--- config.mk ---
export PLATFORM = sky130hd
export DESIGN_NAME = bin_to_bcd4
export DESIGN_NICKNAME = d
export VERILOG_FILES = /design/src/rtl/bin_to_bcd4_pkg.sv /design/src/rtl/bin_to_bcd4_add3.sv /design/src/rtl/bin_to_bcd4.sv
export SDC_FILE = /design/constraint.sdc
export NUM_CORES = 1
export LEC_CHECK = 0
export CAP_MARGIN = 20
export CORE_AREA = 2 2 76 78
export CTS_CLUSTER_SIZE = 30
export DETAILED_ROUTE_END_ITERATION = 8
export DIE_AREA = 0 0 78 80
export HOLD_SLACK_MARGIN = 0.03
export PLACE_DENSITY = 0.73
export SLEW_MARGIN = 20
export SYNTH_ARGS = -nofsm -noshare
export SYNTH_HDL_FRONTEND = slang
export SYNTH_HIERARCHICAL = 1
export SYNTH_SLANG_ARGS = --single-unit
--- constraint.sdc ---
create_clock -name clk -period 1.23 [get_ports clk]
set_input_delay 0.1845 -clock clk [delete_from_list [all_inputs] [get_ports clk]]
set_output_delay 0.1845 -clock clk [all_outputs]
set_load 0.03 [all_outputs]
--- src/rtl/bin_to_bcd4_pkg.sv ---
// Shared constants and types for the bin_to_bcd4 binary-to-BCD converter.
package bin_to_bcd4_pkg;

  // Digit code that the seven-segment decoder shows as all segments off
  localparam logic [3:0] BCD_BLANK = 4'hF;

  // Number of BCD digits produced (thousands down to ones)
  localparam int BCD_DIGITS = 4;

  // Largest value that fits in four decimal digits
  localparam int MAX_VAL_DEFAULT = 9999;

  // Converter control states
  typedef enum logic [1:0] {
    IDLE = 2'd0,
    CONV = 2'd1,
    DONE = 2'd2
  } state_t;

endpackage

--- src/rtl/bin_to_bcd4_add3.sv ---
// Combinational double-dabble correction for one BCD digit.
// A digit of 5 or more gets 3 added so that the following left shift
// carries correctly into the next decimal digit.
module bcd_add3_digit (
  input  logic [3:0] din,
  output logic [3:0] dout
);

  // Add 3 when the digit would overflow past 9 after doubling
  always_comb begin
    dout = din;
    if (din >= 4'd5) dout = din + 4'd3;
  end

endmodule

--- src/rtl/bin_to_bcd4.sv ---
// Sequential binary-to-BCD converter (shift-add-3), one bit per clock.
// Handshake: start is sampled only while idle; busy stays high from the
// edge after start is accepted until the result edge; done pulses for
// exactly one cycle when dig_* and ovf update. start during busy or in
// the result cycle is dropped, never queued.
// Optional build macro BIN_TO_BCD4_LEADING_BLANK_EN replaces leading zero
// digits (above the ones digit) with the blank code.
module bin_to_bcd4
  import bin_to_bcd4_pkg::*;
#(
  parameter int BIN_W   = 14,
  parameter int MAX_VAL = MAX_VAL_DEFAULT
) (
  input  logic             clk,
  input  logic             rst_n,
  input  logic             start,
  input  logic [BIN_W-1:0] bin_in,
  output logic             busy,
  output logic             done,
  output logic             ovf,
  output logic [3:0]       dig_0,
  output logic [3:0]       dig_1,
  output logic [3:0]       dig_2,
  output logic [3:0]       dig_3
);

  localparam int CNT_W = $clog2(BIN_W + 1);

  // Current state is kept as a named signal so checkers can bind to it
  state_t             state;
  logic [CNT_W-1:0]   cnt;
  logic [BIN_W-1:0]   shreg;
  logic [15:0]        scratch;
  logic [15:0]        corr;
  logic               ovf_cap;
  logic [15:0]        result;

  // Parallel add-3 correction on all four scratch digits
  for (genvar i = 0; i < BCD_DIGITS; i++) begin : g_add3
    bcd_add3_digit u_add3 (
      .din  (scratch[4*i +: 4]),
      .dout (corr[4*i +: 4])
    );
  end

  // Final digit pattern: blanks on overflow, optional leading-zero blanking
  always_comb begin
    result = scratch;
    if (ovf_cap) begin
      result = {BCD_DIGITS{BCD_BLANK}};
    end
`ifdef BIN_TO_BCD4_LEADING_BLANK_EN
    else begin
      if (scratch[15:12] == 4'd0) result[15:12] = BCD_BLANK;
      if (scratch[15:8]  == 8'd0) result[11:8]  = BCD_BLANK;
      if (scratch[15:4]  == 12'd0) result[7:4]  = BCD_BLANK;
    end
`endif
  end

  // Control FSM, shift datapath and registered outputs
  always_ff @(posedge clk) begin
    if (!rst_n) begin
      state   <= IDLE;
      cnt     <= '0;
      shreg   <= '0;
      scratch <= '0;
      ovf_cap <= 1'b0;
      busy    <= 1'b0;
      done    <= 1'b0;
      ovf     <= 1'b0;
      dig_0   <= 4'h0;
      dig_1   <= 4'h0;
      dig_2   <= 4'h0;
      dig_3   <= 4'h0;
    end else begin
      done <= 1'b0;
      case (state)
        IDLE: begin
          if (start) begin
            shreg   <= bin_in;
            scratch <= '0;
            ovf_cap <= (32'(bin_in) > 32'(MAX_VAL));
            cnt     <= CNT_W'(BIN_W);
            busy    <= 1'b1;
            state   <= CONV;
          end
        end
        CONV: begin
          scratch <= {corr[14:0], shreg[BIN_W-1]};
          shreg   <= {shreg[BIN_W-2:0], 1'b0};
          cnt     <= cnt - 1'b1;
          if (cnt == CNT_W'(1)) state <= DONE;
        end
        DONE: begin
          dig_0 <= result[3:0];
          dig_1 <= result[7:4];
          dig_2 <= result[11:8];
          dig_3 <= result[15:12];
          ovf   <= ovf_cap;
          done  <= 1'b1;
          busy  <= 1'b0;
          state <= IDLE;
        end
        default: state <= IDLE;
      endcase
    end
  end

endmodule

==> reports/qor.yml <==
area_growth_pct: 36.2
drive_gt1_frac: 0.318
critical_path.max_stage_delay_ns: 0.36
core_area_um2: 5410
start_kind: "register"
cts_tree: "yes"
end_kind: "register"
max_freq_mhz: 764
grt_util_all_layers: 0.178
die_h_um: 80
drv_slew: 0
gp_congestion: 0.793
violations: "setup timing"
setup_ws_ns: -0.0786
rows: 27
io_pins: 36
drc: 0
floorplan.die_area_um2: 6240
wirelength_um: 5430
clockBufferDepth: 2
path_class: "register to register"
antenna_found_initial: 0
grt_pass1_wl_um: 8950
crit_slowest_cell: "dfxtp_2"
timing.final.crit_share: 1.06
critPathRequiredTime_ns: 1.47
critPathMaxFanout: 3
first_pass_iters: 4
vias: 2047
fin_nets: 348
clk_latency_ns: 0.30
clkTransAtPathRegs_ns: 0.09
io_buffer_count: 35
ir_drop_v: 0.000538
die_w_um: 78
min_path_type: "input pin to register"
final.setup_skew_ns: 0.00518
clock_sinks: 56
finalSetupViolCount: 7
power_density_nw_per_um2: 1010
drt.antenna.violating_nets: 0
slew_headroom: 0.802
synth_cells: 260
cp_num_buf_inv: 1
final_util: 0.637
synth_area_per_cell_um2: 9.73
place_hpwl_um: 3500
status: "complete, but fails checks"
initialDrtViolationCount: 79
synthesis.nets: 287
power.leakage_nw: 1.47
rsz0062_at_grt: "yes"
grt_overflow: 0
grt_pass1_vias: 1939
crit_family: "flip-flops"
syn-cell-area_um2: 2530
via_per_inst: 5.21
crit_arrival_ns: 1.55
cts_made_buffers: 5
worstPathCellList: "inv_4 > ha_4 > nand2b_4 > a21oi_4 > mux2i_2 > a22o_1"
tightest_slew_ns: 0.298
wire_per_inst_um: 13.8
yosys_warnings: 6
start_util: 0.468
maxCapViolations: 0
dp.cells: 381
antenna_cells: 0
grt_start_max_net_pins: 18
finalHoldViolations: 0
min_period_ns: 1.31
fin_cells: 393
ctsHtreeMaxLevel: 2
cts_root_buffer: "clkbuf_8"
-- flip-flops by register name, indices dropped and copies added, names as in the netlist --
register and cells:
state 2, shreg 14, ovf 1, cnt 4, done 1, dig_2 4, scratch 16, ovf_cap 1
busy 1, dig_1 4, dig_0 4, dig_3 4
-- path summary, 6_finish.rpt --
path,to,slack [ns],startpoint,cells after the start
max,scratch[2]$_SDFFE_PN0P_,-0.08,scratch[1]$_SDFFE_PN0P_,6
min,shreg[7]$_SDFFE_PN0P_,0.24,bin_in[7],3
max reg2reg,scratch[2]$_SDFFE_PN0P_,-0.08,scratch[1]$_SDFFE_PN0P_,6
min reg2reg,dig_3[3]$_SDFFE_PN0P_,0.47,dig_3[3]$_SDFFE_PN0P_,1
-- metal layers --
layer,part of all wire,global-route usage,up-vias,wire length [um]
met5,0,0,-,0
met3,0.028,0.0407,2,153
met1,0.48,0.223,965,2590
met2,0.49,0.309,34,2670
li1,-,-,1046,-
met4,0.0028,0.0474,0,15
-- cells in the final DEF (no fill, tap or decap), types with 2 or more instances in the layout --
master / count
a21oi_4: 5
clkbuf_8: 7
nand2b_4: 6
o21ai_1: 5
buf_12: 5
dfxtp_2: 9
xnor2_1: 3
inv_2: 4
buf_4: 27
dlymetal6s2s_1: 4
ha_4: 6
ha_1: 2
o21ai_0: 15
clkdlybuf4s50_1: 12
a21oi_1: 15
nor2_1: 22
a22o_1: 17
ha_2: 2
inv_1: 8
clkbuf_2: 12
and3_1: 2
clkdlybuf4s15_1: 5
nand2b_1: 4
dfxtp_1: 46
inv_4: 3
nor2_4: 2
nand2_1: 18
o2bb2ai_1: 16
mux2i_1: 16
-- cell type report --
type                            count  area, um^2
Clock buffer                        7        96.3
Multi-Input combinational cell    176        1440
Sequential cell                    56        1140
Tap cell                           72        90.1
Fill cell                         442        1960
Inverter                           15        63.8
Timing Repair Buffer               67         617
-- power breakdown --
part,switching (W),internal (W),total (W),leakage [nW]
logic,0.000236,0.000247,0.000482,0.961
registers,0.0000446,0.00188,0.00192,0.462
clock network,0.000558,0.000503,0.00106,0.0503
total,0.000839,0.00263,0.00347,1.47
-- worst min-delay path, stage by stage --
cell and delay (ns):
dlymetal6s2s_1 0.10, mux2i_1 0.08, a21oi_1 0.13
-- metrics by stage --
stage          total power, W  setup TNS, ns  area, um^2  hold WS, ns  worst slack (ns)
3_5_place_dp          0.00239         -10.63        3160        0.447            -0.329
4_1_cts               0.00346         -0.157        3340        0.434           -0.0719
3_3_place_gp          0.00239          -9.64        3160        0.443            -0.310
2_1_floorplan         0.00224       -0.00273        2570        0.325          -0.00273
6_report              0.00347         -0.229        3440        0.235           -0.0786
5_1_grt               0.00361         -0.784        3440        0.225            -0.155
-- repair_timing --
| action | in CTS | in global routing |
|---|---|---|
| buffers inserted | 2 | 1 |
| pin swaps | 11 | 13 |
| hold buffers | 0 | 0 |
| cloned | 1 | 1 |
| setup endpoints to repair | 35 | 48 |
| gates resized for setup | 40 | 53 |
Note: power is estimated with default switching activity, not from simulation.
